## config.mk

```make
export PLATFORM = sky130hd
export DESIGN_NAME = alu_arbiter_flat
export DESIGN_NICKNAME = d
export VERILOG_FILES = /design/src/rtl/alu_arbiter_if.sv /design/src/rtl/alu_arbiter.sv /design/src/flat_wrapper.sv
export SDC_FILE = /design/constraint.sdc
export NUM_CORES = 1
export LEC_CHECK = 0
export ABC_AREA = 0
export CAP_MARGIN = 20
export CELL_PAD_IN_SITES_DETAIL_PLACEMENT = 0
export CELL_PAD_IN_SITES_GLOBAL_PLACEMENT = 2
export CORE_ASPECT_RATIO = 0.5
export CORE_MARGIN = 4
export CORE_UTILIZATION = 22
export DETAILED_ROUTE_END_ITERATION = 8
export PLACE_DENSITY = 0.8
export SYNTH_ARGS = -nofsm -noshare
export SYNTH_HDL_FRONTEND = slang
export SYNTH_SLANG_ARGS = --single-unit
```

## constraint.sdc

```tcl
create_clock -name clk -period 1.99 [get_ports clk]
set_input_delay 0.597 -clock clk [delete_from_list [all_inputs] [get_ports clk]]
set_output_delay 0.597 -clock clk [all_outputs]
set_load 0.05 [all_outputs]
```

## src/rtl/alu_arbiter_if.sv

```systemverilog
`default_nettype none
// ============================================================================
// Module      : alu_arbiter_if
// Description : Request, ALU and response signals shared by alu_arbiter and
//               the logic around it.
// Revision    : 1.0
// ============================================================================
interface alu_arbiter_if #(
  parameter int WIDTH = 32
);
  logic [1:0]       req_valid;
  logic [1:0]       req_ready;
  logic [WIDTH-1:0] req0_a;
  logic [WIDTH-1:0] req0_b;
  logic [WIDTH-1:0] req1_a;
  logic [WIDTH-1:0] req1_b;
  logic [1:0]       req0_op;
  logic [1:0]       req1_op;
  logic [WIDTH-1:0] alu_a;
  logic [WIDTH-1:0] alu_b;
  logic [1:0]       alu_ctrl;
  logic [WIDTH-1:0] alu_out;
  logic             alu_zero;
  logic             rsp_valid;
  logic             rsp_ready;
  logic             rsp_id;
  logic [WIDTH-1:0] rsp_out;
  logic             rsp_zero;
  logic             rsp_err;

  // Requesters, response sink and the ALU itself
  modport master (
    output req_valid, req0_a, req0_b, req1_a, req1_b, req0_op, req1_op,
    output alu_out, alu_zero, rsp_ready,
    input  req_ready, alu_a, alu_b, alu_ctrl,
    input  rsp_valid, rsp_id, rsp_out, rsp_zero, rsp_err
  );

  modport slave (
    input  req_valid, req0_a, req0_b, req1_a, req1_b, req0_op, req1_op,
    input  alu_out, alu_zero, rsp_ready,
    output req_ready, alu_a, alu_b, alu_ctrl,
    output rsp_valid, rsp_id, rsp_out, rsp_zero, rsp_err
  );
endinterface
`default_nettype wire

```

## src/rtl/alu_arbiter.sv

```systemverilog
`default_nettype none
// ============================================================================
// Module      : alu_arbiter
// Description : Two-requester round-robin front end for a shared ALU with a
//               tagged valid/ready response channel. Optional reserved-op
//               check enabled by defining ALU_ARB_OPCHK_EN.
// Revision    : 1.0
// ============================================================================
module alu_arbiter #(
  parameter int WIDTH = 32
) (
  input  wire logic     clk,
  input  wire logic     reset_n,
  alu_arbiter_if.slave  bus
);

  typedef enum logic [1:0] {
    S_IDLE = 2'd0,
    S_EXEC = 2'd1,
    S_RESP = 2'd2
  } state_t;

  localparam logic [1:0] c_op_rsvd = 2'd3;

  state_t           r_state;
  logic             r_last_grant;
  logic             r_id;
  logic [WIDTH-1:0] r_alu_a;
  logic [WIDTH-1:0] r_alu_b;
  logic [1:0]       r_alu_ctrl;
  logic             r_rsp_valid;
  logic             r_rsp_id;
  logic [WIDTH-1:0] r_rsp_out;
  logic             r_rsp_zero;

  logic             w_grant_id;
  logic             w_take;
  logic [WIDTH-1:0] w_sel_a;
  logic [WIDTH-1:0] w_sel_b;
  logic [1:0]       w_sel_op;

  // On a tie the requester that did not win last time is served
  always_comb begin
    w_grant_id = 1'b0;
    if (bus.req_valid == 2'b11) begin
      w_grant_id = ~r_last_grant;
    end else if (bus.req_valid[1]) begin
      w_grant_id = 1'b1;
    end
  end

  assign w_take   = (r_state == S_IDLE) && (|bus.req_valid);
  assign w_sel_a  = w_grant_id ? bus.req1_a  : bus.req0_a;
  assign w_sel_b  = w_grant_id ? bus.req1_b  : bus.req0_b;
  assign w_sel_op = w_grant_id ? bus.req1_op : bus.req0_op;

  assign bus.req_ready = w_take ? (w_grant_id ? 2'b10 : 2'b01) : 2'b00;

`ifdef ALU_ARB_OPCHK_EN
  logic r_err_pend;
  logic r_rsp_err;
  logic w_sel_rsvd;

  assign w_sel_rsvd  = (w_sel_op == c_op_rsvd);
  assign bus.rsp_err = r_rsp_err;

  always_ff @(posedge clk or negedge reset_n) begin
    if (!reset_n) begin
      r_err_pend <= 1'b0;
      r_rsp_err  <= 1'b0;
    end else if (w_take) begin
      r_err_pend <= w_sel_rsvd;
    end else if (r_state == S_EXEC) begin
      r_rsp_err  <= r_err_pend;
    end
  end
`else
  assign bus.rsp_err = 1'b0;
`endif

  always_ff @(posedge clk or negedge reset_n) begin
    if (!reset_n) begin
      r_state      <= S_IDLE;
      r_last_grant <= 1'b1;
      r_id         <= 1'b0;
      r_alu_a      <= '0;
      r_alu_b      <= '0;
      r_alu_ctrl   <= 2'd0;
      r_rsp_valid  <= 1'b0;
      r_rsp_id     <= 1'b0;
      r_rsp_out    <= '0;
      r_rsp_zero   <= 1'b0;
    end else begin
      case (r_state)
        S_IDLE: begin
          if (w_take) begin
            r_alu_a      <= w_sel_a;
            r_alu_b      <= w_sel_b;
`ifdef ALU_ARB_OPCHK_EN
            // Reserved op never reaches the ALU
            r_alu_ctrl   <= w_sel_rsvd ? 2'd0 : w_sel_op;
`else
            r_alu_ctrl   <= w_sel_op;
`endif
            r_id         <= w_grant_id;
            r_last_grant <= w_grant_id;
            r_state      <= S_EXEC;
          end
        end
        S_EXEC: begin
`ifdef ALU_ARB_OPCHK_EN
          r_rsp_out    <= r_err_pend ? '0   : bus.alu_out;
          r_rsp_zero   <= r_err_pend ? 1'b0 : bus.alu_zero;
`else
          r_rsp_out    <= bus.alu_out;
          r_rsp_zero   <= bus.alu_zero;
`endif
          r_rsp_id     <= r_id;
          r_rsp_valid  <= 1'b1;
          r_state      <= S_RESP;
        end
        S_RESP: begin
          if (bus.rsp_ready) begin
            r_rsp_valid <= 1'b0;
            r_state     <= S_IDLE;
          end
        end
        default: r_state <= S_IDLE;
      endcase
    end
  end

  assign bus.alu_a     = r_alu_a;
  assign bus.alu_b     = r_alu_b;
  assign bus.alu_ctrl  = r_alu_ctrl;
  assign bus.rsp_valid = r_rsp_valid;
  assign bus.rsp_id    = r_rsp_id;
  assign bus.rsp_out   = r_rsp_out;
  assign bus.rsp_zero  = r_rsp_zero;

endmodule
`default_nettype wire

```

## src/flat_wrapper.sv

```systemverilog
// flat-port wrapper written by rule: the top's interface ports become plain ports
module alu_arbiter_flat 
#(
  parameter int WIDTH = 32
)
  (clk, reset_n, bus_req_valid, bus_req0_a, bus_req0_b, bus_req1_a, bus_req1_b, bus_req0_op, bus_req1_op, bus_alu_out, bus_alu_zero, bus_rsp_ready, bus_req_ready, bus_alu_a, bus_alu_b, bus_alu_ctrl, bus_rsp_valid, bus_rsp_id, bus_rsp_out, bus_rsp_zero, bus_rsp_err);
  alu_arbiter_if #(.WIDTH(WIDTH)) bus_i ();
  input  wire logic clk;
  input  wire logic reset_n;
  input wire logic [$bits(bus_i.req_valid)-1:0] bus_req_valid;
  input wire logic [$bits(bus_i.req0_a)-1:0] bus_req0_a;
  input wire logic [$bits(bus_i.req0_b)-1:0] bus_req0_b;
  input wire logic [$bits(bus_i.req1_a)-1:0] bus_req1_a;
  input wire logic [$bits(bus_i.req1_b)-1:0] bus_req1_b;
  input wire logic [$bits(bus_i.req0_op)-1:0] bus_req0_op;
  input wire logic [$bits(bus_i.req1_op)-1:0] bus_req1_op;
  input wire logic [$bits(bus_i.alu_out)-1:0] bus_alu_out;
  input wire logic [$bits(bus_i.alu_zero)-1:0] bus_alu_zero;
  input wire logic [$bits(bus_i.rsp_ready)-1:0] bus_rsp_ready;
  output wire logic [$bits(bus_i.req_ready)-1:0] bus_req_ready;
  output wire logic [$bits(bus_i.alu_a)-1:0] bus_alu_a;
  output wire logic [$bits(bus_i.alu_b)-1:0] bus_alu_b;
  output wire logic [$bits(bus_i.alu_ctrl)-1:0] bus_alu_ctrl;
  output wire logic [$bits(bus_i.rsp_valid)-1:0] bus_rsp_valid;
  output wire logic [$bits(bus_i.rsp_id)-1:0] bus_rsp_id;
  output wire logic [$bits(bus_i.rsp_out)-1:0] bus_rsp_out;
  output wire logic [$bits(bus_i.rsp_zero)-1:0] bus_rsp_zero;
  output wire logic [$bits(bus_i.rsp_err)-1:0] bus_rsp_err;
  assign bus_i.req_valid = bus_req_valid;
  assign bus_i.req0_a = bus_req0_a;
  assign bus_i.req0_b = bus_req0_b;
  assign bus_i.req1_a = bus_req1_a;
  assign bus_i.req1_b = bus_req1_b;
  assign bus_i.req0_op = bus_req0_op;
  assign bus_i.req1_op = bus_req1_op;
  assign bus_i.alu_out = bus_alu_out;
  assign bus_i.alu_zero = bus_alu_zero;
  assign bus_i.rsp_ready = bus_rsp_ready;
  assign bus_req_ready = bus_i.req_ready;
  assign bus_alu_a = bus_i.alu_a;
  assign bus_alu_b = bus_i.alu_b;
  assign bus_alu_ctrl = bus_i.alu_ctrl;
  assign bus_rsp_valid = bus_i.rsp_valid;
  assign bus_rsp_id = bus_i.rsp_id;
  assign bus_rsp_out = bus_i.rsp_out;
  assign bus_rsp_zero = bus_i.rsp_zero;
  assign bus_rsp_err = bus_i.rsp_err;
  alu_arbiter #(.WIDTH(WIDTH)) u_core (.clk(clk), .reset_n(reset_n), .bus(bus_i));
endmodule
```

# Word-level counts from Yosys, hierarchy flattened
# Index checks and enable logic that the tools add are counted.
# totals
input_bits	170
out_inout_bits	104
word_cells	35
ff_bits	105
# op_classes
muxes	12
n_reduce_logical	7
n_eq_ne	5
bitwise_logic	1
# op_table
cell	n
32-bit two-way mux	2
2-bit two-way mux	5
2-bit one-hot mux with 3 select lines	1
2-bit AND reduction	3
2-bit equality test, second input constant	2
1-bit two-way mux	3
2-bit by 1-bit equality test with 1-bit output, second input constant	1
2-bit zero test	1
2-bit by 1-bit != test with 1-bit output, second input constant	1
2-bit != test, second input constant	1
1-bit one-hot mux with 2 select lines	1
2-bit nonzero test	1
2-bit OR reduction	1
1-bit logical AND	1
1-bit NOT	1

# Longest topological paths before layout
# Gate-level depths: netlist of the first run.
# logic_depth
depth_word	4
ltp_mapped	6
ltp_nobuf	3

# Worst setup path after synthesis of the first run
# OpenSTA, ideal clock, no wires.
# synth_timing
path_kind	input port to output port
startpoint	input port bus_req_valid[1]
endpoint	output port bus_req_ready[1]
path_stages	5
t_arrival_ns	2.260
slack_ns	-0.867
required_time_ns	1.393
path_buffers	3
cell_sequence	a21bo_1 -> buf_6 -> buf_6 -> buf_6 -> nor3_1
# synth_between
elab_chain_len	4
word_cells_on_any_way	7
classes_between	1 x eq/ne; 4 x mux; 2 x reduce/logical
# synth_rtl
item	line_no	text
from (decl)	flat_wrapper.sv:10	input wire logic [$bits(bus_i.req_valid)-1:0] bus_req_valid;
2-bit equality test / 1-bit two-way mux (equally long branches)	alu_arbiter.sv:45, alu_arbiter.sv:47	
1-bit two-way mux	alu_arbiter.sv:45	if (bus.req_valid == 2'b11) begin
2-bit two-way mux	alu_arbiter.sv:57	assign bus.req_ready = w_take ? (w_grant_id ? 2'b10 : 2'b01) : 2'b00;
2-bit two-way mux *	alu_arbiter.sv:57	
to (decl)	flat_wrapper.sv:20	output wire logic [$bits(bus_i.req_ready)-1:0] bus_req_ready;
# Every way passes the cells marked *; elsewhere a longest branch is shown, timed or not.

# Final worst setup path of the first run
# layout_timing
startpoint	register u_core.r_last_grant
endpoint	output port bus_req_ready[0]
# layout_between
elab_chain_len	4
# layout_rtl
item	line_no	text
from (decl)	alu_arbiter.sv:26	logic r_last_grant;
from (signal assigned)	alu_arbiter.sv:106	r_last_grant <= w_grant_id;
1-bit NOT	alu_arbiter.sv:46	w_grant_id = ~r_last_grant;
1-bit two-way mux	alu_arbiter.sv:45	
2-bit two-way mux (2 in series)	alu_arbiter.sv:57	
# No other way between the ends.

==> results of run 1 <==
==> worst max-delay path: cells and delay by family (launching register included) <==
family                 cells  cell delay [ns]
buffers and inverters      1             0.13
AND/OR/NAND/NOR            1             0.17
flip-flops                 1             0.54
AO/OA/AOI/OAI              1             0.17
==> sequential cells by signal, indices dropped and copies added, names as in the netlist <==
register,flops
u_core.bus.rsp_valid,1
u_core.bus.rsp_id,1
u_core.r_id,1
u_core.bus.rsp_out,32
u_core.bus.alu_a,32
u_core.r_state,2
u_core.bus.alu_ctrl,2
u_core.r_last_grant,1
u_core.bus.rsp_zero,1
u_core.bus.alu_b,32
==> worst paths after layout <==
check	from	to	slack (ns)	cells after the start
worst min-delay path	reset_n	u_core.bus.alu_b[4]	0.17	1
worst min register to register	u_core.bus.rsp_out[26]	u_core.bus.rsp_out[26]	0.51	1
min in group clk	bus_req_valid[0]	u_core.r_last_grant	0.44	2
worst max register to register	u_core.r_last_grant	u_core.bus.alu_a[9]	0.18	5
max in group asynchronous	reset_n	u_core.bus.alu_a[19]	1.26	2
worst max-delay path	u_core.r_last_grant	bus_req_ready[0]	0.01	3
==> repair_timing <==
item	4_1_cts	5_1_grt
endpoints found under the setup margin	19	2
pin swaps	5	1
gates resized for setup	11	1
buffers inserted	7	0
==> layout by cell type, fill, tap and decap left out, types with 2 or more instances in the layout <==
cell type and instances:
buf_4 118, mux2_2 130, clkbuf_16 9, buf_6 2
clkbuf_8 3, dfrtp_1 104, mux2_4 36, inv_1 2
buf_2 2, nor2_1 2, clkdlybuf4s50_1 166, buf_12 10
a21oi_1 2
==> routing by layer <==
metal / wire length, µm / up-vias / part of all wire / GRT usage
li1: - / 1675 / - / -
met1: 5250 / 1847 / 0.35 / 0.122
met2: 8990 / 76 / 0.59 / 0.241
met3: 496 / 23 / 0.033 / 0.0252
met4: 392 / 0 / 0.026 / 0.0450
met5: 0 / - / 0 / 0
==> stage by stage <==
stage	TNS (ns)	std cells
after global placement	-22.57	879
after global routing	-0.0403	902
after CTS	-0.0169	902
after detailed placement	-24.48	879
after floorplan	-0.204	309
final	0	902
==> cell usage after synthesis <==
library cell	instances	share of area
a31oi_1	1	0.0013
o21ai_0	1	0.0010
a21o_1	1	0.0015
dfstp_2	1	0.0054
a21bo_1	1	0.0021
inv_1	2	0.0015
buf_6	4	0.0093
conb_1	1	0.00077
nor3_1	1	0.0010
clkbuf_1	1	0.00077
buf_2	14	0.014
o21a_1	1	0.0015
o21bai_1	1	0.0015
nor2b_1	1	0.0013
a21oi_1	2	0.0021
dfrtp_1	104	0.54
mux2_4	36	0.11
nor2_1	3	0.0023
mux2_2	130	0.30
buf_4	2	0.0031
and2_1	1	0.0013
==> cell type report <==
cell class / count / area (µm²)
Fill cell: 2132 / 13400
Timing Repair Buffer: 298 / 2780
Sequential cell: 105 / 2630
Multi-Input combinational cell: 181 / 2130
Tap cell: 300 / 375
Clock buffer: 13 / 270
Clock inverter: 3 / 46.3
Inverter: 2 / 7.51
==> cells by family (layout without fill, tap and decap cells) <==
| logic type | Yosys count | count (layout) | synth area share |
|---|---|---|---|
| muxes | 166 | 166 | 0.412 |
| and+or+nand+nor | 6 | 6 | 0.00592 |
| AOI/OAI and AO/OA | 8 | 8 | 0.0111 |
| buffers and inverters | 23 | 316 | 0.0291 |
| other | 1 | 1 | 0.000771 |
| DFF | 105 | 105 | 0.541 |
==> power by group through the flow <==
stage                     clock network, mW  registers [mW]  logic, mW
final                                  1.91            3.84       9.23
after floorplan                           0            7.57       2.50
after detailed placement                  0            3.88       9.26
after global routing                   2.07            4.01       9.58
after CTS                              2.00            3.86       9.35
after global placement                    0            3.85       9.17
==> results.toml, run 1 <==
[run_status]
status = "finished, final reports clean"

[synth]
netlist_area_um2 = 4860
synth_nets = 479
ys_seq_elements = 105
syn_area_per_cell_um2 = 15.7
netlist_instances = 309
ys_warn_count = 0
synth_cell_type_count = 21
yosysSeqAreaShare = 0.541

[timing]
whs_ns = 0.171
slew_viol_final = 0
final.setup.worst_slack_ns = 0.0142
fin_crit_sh = 0.993
min_period_ns = 1.98
rsz0062_at_grt = "yes"
max_freq_mhz = 506
skew_ns = 0.00792
hold_viol_final = 0
setup_viol = 0

[cts]
cts.sink_count = 105
clock_latency_ns = 0.36
cts-hold-fix-buffers = 0
clk_pin_slew_ns = 0.07
htreeDepth = 3
cts-buffers-inserted = 9
cts_root_buffer = "clkbuf_16"
cts_max_path_buffers = 2
tritoncts = "done"

[floorplan]
ios = 274
start_util = 0.224
fp.dieArea_um2 = 24700
fp.dieH_um = 113
coreArea_um2 = 21700
rows = 38
die-width_um = 218

[routing]
firstDrtPassIters = 4
routed_wl_mm = 15.1
drtIter0Drc = 113
drc = 0
ant_nets = 0
wire_per_inst_um = 16.8
viasPerCell = 4.01
vias = 3621

[power_and_ir_drop]
power_density_nw_per_um2 = 1820
pwr-share-comb = 0.616
total_power_mw = 15.0
power.share.sequential = 0.257
power_switching_mw = 7.00
leakage_nw = 3.57
power.share.clock = 0.127
p_int_mw = 7.98
ir_worst_vdd_uv = 872
switching_share = 0.467

[setup_path]
critPathMaxStageDelay_ns = 0.54
critPathKind = "flop to output port"
cp_max_fo = 4
critPathSlowestCell = "dfstp_2"
critPathRequiredTime_ns = 1.39
cp_data_arrival_time_ns = 1.38
cp-start-kind = "flop"
end_kind = "output port"
critical_path.cell_chain = "a21bo_4 -> and2_4 -> buf_12"

[placed_design]
place_area_um2 = 7870
place_congestion = 0.762
dpl.hpwl_mm = 11.8
port_buffers = 272
pre_cts_slack_ns = -0.398

[global_route]
grt_antenna_before_repair = 0
track_usage = 0.120
grt_pass1_vias = 4076
grt_pass1_wl_mm = 22.9
grt_max_degree = 36
grt-ovfl-total = 0

[final_layout]
nNetsFinal = 767
layout-drive-gt1-share = 0.532
syn_to_final_growth_pct = 69.5
final_area_um2 = 8240
final_core_util = 0.380
antenna_cells = 0

[worst_hold_path]
hp-class = "input port to asynchronous set/reset pin"

[flow_run]
cap_violations = 0
No activity file was read; power rests on OpenSTA's default activity.
==> inputs of run 2 (changes only) <==
- REMOVE_ABC_BUFFERS: unset -> 1
==> run 2 against run 1 <==
Clock skew increased by 0.0022 ns. Via count decreased by 2.5%. Sequential power increased by 2%. Die area did not move. Core utilization shrank 0.63 points. Critical path type unchanged. Largest power group unchanged. Highest routed layer unchanged.
==> results.toml, run 2 (synthesis gave the netlist of run 1 again) <==
[timing]
max_freq_mhz = 510
whs_ns = 0.200
fin_crit_sh = 0.985
slew_viol_final = 0
setup_viol = 0
skew_ns = 0.0101
final.setup.worst_slack_ns = 0.0296
rsz0062_at_grt = "yes"
min_period_ns = 1.96
hold_viol_final = 0
setup-tns-final_ns = 0

[power_and_ir_drop]
p_int_mw = 7.66
power_density_nw_per_um2 = 1820
power_switching_mw = 7.10
power.share.sequential = 0.265
switching_share = 0.481
power.share.clock = 0.117
pwr-share-comb = 0.618
ir_worst_vdd_uv = 569
leakage_nw = 3.50
total_power_mw = 14.8

[setup_path]
critPathMaxStageDelay_ns = 0.38
critical_path.cell_chain = "a21bo_4 -> nor3_2 -> buf_12"
cp_data_arrival_time_ns = 1.36
cp_max_fo = 4
critPathKind = "flop to output port"
worst-path-buf-inv = 1
cp_top_family = "flip-flops"
end_kind = "output port"
critPathSlowestCell = "dfstp_2"
cp-start-kind = "flop"
critPathRequiredTime_ns = 1.39

[routing]
drtIter0Drc = 87
firstDrtPassIters = 4
wire_per_inst_um = 18.9
routed_wl_mm = 16.9
drc = 0
viasPerCell = 3.94
vias = 3531
ant_nets = 0

[final_layout]
layout-drive-gt1-share = 0.530
final_core_util = 0.374
final_area_um2 = 8110
fin_cells = 897
nNetsFinal = 761
mostFrequentLayoutCells = "166 x clkdlybuf4s50_1, 130 x mux2_2, 116 x buf_4"
final_common_cell = "clkdlybuf4s50_1"
syn_to_final_growth_pct = 66.7

[global_route]
grt_pass1_wl_mm = 24.7
grt_max_degree = 48
track_usage = 0.134
grt_antenna_before_repair = 1
grt_pass1_vias = 3847
grt-ovfl-total = 0

[cts]
cts-buffers-inserted = 9
clk_pin_slew_ns = 0.08
clock_latency_ns = 0.35
htreeDepth = 3
cts_root_buffer = "clkbuf_16"
cts_max_path_buffers = 2
cts-hold-fix-buffers = 0
tritoncts = "done"
cts.sink_count = 105

[floorplan]
coreArea_um2 = 21700
rows = 38
start_util = 0.224
fp.dieArea_um2 = 24700
ios = 274
die-width_um = 218
fp.dieH_um = 113

[placed_design]
place_area_um2 = 7780
place_inst = 876
pre_cts_slack_ns = -0.357
dpl.hpwl_mm = 13.8
place_congestion = 0.866
port_buffers = 272

[worst_hold_path]
hp-class = "input port to asynchronous set/reset pin"

[run_status]
status = "finished, final reports clean"

[flow_run]
cap_violations = 0
[run 2: cell types whose count changed in the layout (fill, tap and decap cells not counted), sizes merged]
cell	before	now
buf	132	126
clkbuf	13	10
clkinv	0	2
bufinv	1	0
clkinvlp	1	2
diode	0	1
inv	3	4
[run 2: cell type report]
class / count / area [µm²]
fillers: 2119 / 13600
repair buffers: 292 / 2690
flip-flops and latches: 105 / 2630
multi-input cells: 181 / 2120
well taps: 300 / 375
clock buffers: 10 / 229
clock inverters: 6 / 52.6
inverters: 2 / 7.51
diodes: 1 / 2.50
[run 2: layer usage]
| layer | track usage | vias to the layer above | routed length (µm) |
|---|---|---|---|
| li1 | - | 1669 | - |
| met4 | 0.0433 | 0 | 375 |
| met5 | 0 | - | 0 |
| met2 | 0.258 | 36 | 9790 |
| met1 | 0.151 | 1803 | 6440 |
| met3 | 0.0233 | 23 | 313 |
[run 2: worst paths after layout]
path | start | endpoint | slack [ns] | cells after the start
hold reg to reg | u_core.bus.rsp_out[26] | u_core.bus.rsp_out[26] | 0.51 | 1
hold / removal | reset_n | u_core.bus.rsp_out[25] | 0.20 | 1
setup reg to reg | u_core.r_last_grant | u_core.bus.alu_b[17] | 0.14 | 5
setup / recovery | u_core.r_last_grant | bus_req_ready[1] | 0.03 | 3
min in group clk | u_core.bus.rsp_out[26] | u_core.bus.rsp_out[26] | 0.51 | 1
max in group asynchronous | reset_n | u_core.r_last_grant | 1.19 | 2
[run 2: what timing repair did]
| action | CTS | global route |
|---|---|---|
| endpoints found under the setup margin | 2 | 2 |
| buffers inserted | 4 | 1 |
| hold endpoints to repair | 0 | 0 |
| pin swaps | 3 | 2 |
| resized for setup | 15 | 1 |
[run 2: worst reg2reg max path, delay by kind of cell, from the launching register on]
kind | cells | cell delay [ns]
flops | 1 | 0.55
mux | 2 | 0.68
compound gates | 1 | 0.15
buf+inv | 2 | 0.38
[run 2: power groups by stage]
stage	combinational, mW	clock [mW]	sequential [mW]
floorplan	2.46	0	7.56
global placement	9.09	0	3.92
detailed placement	9.17	0	3.93
CTS	9.25	1.80	3.92
global route	9.45	1.89	4.05
finish	9.11	1.73	3.91
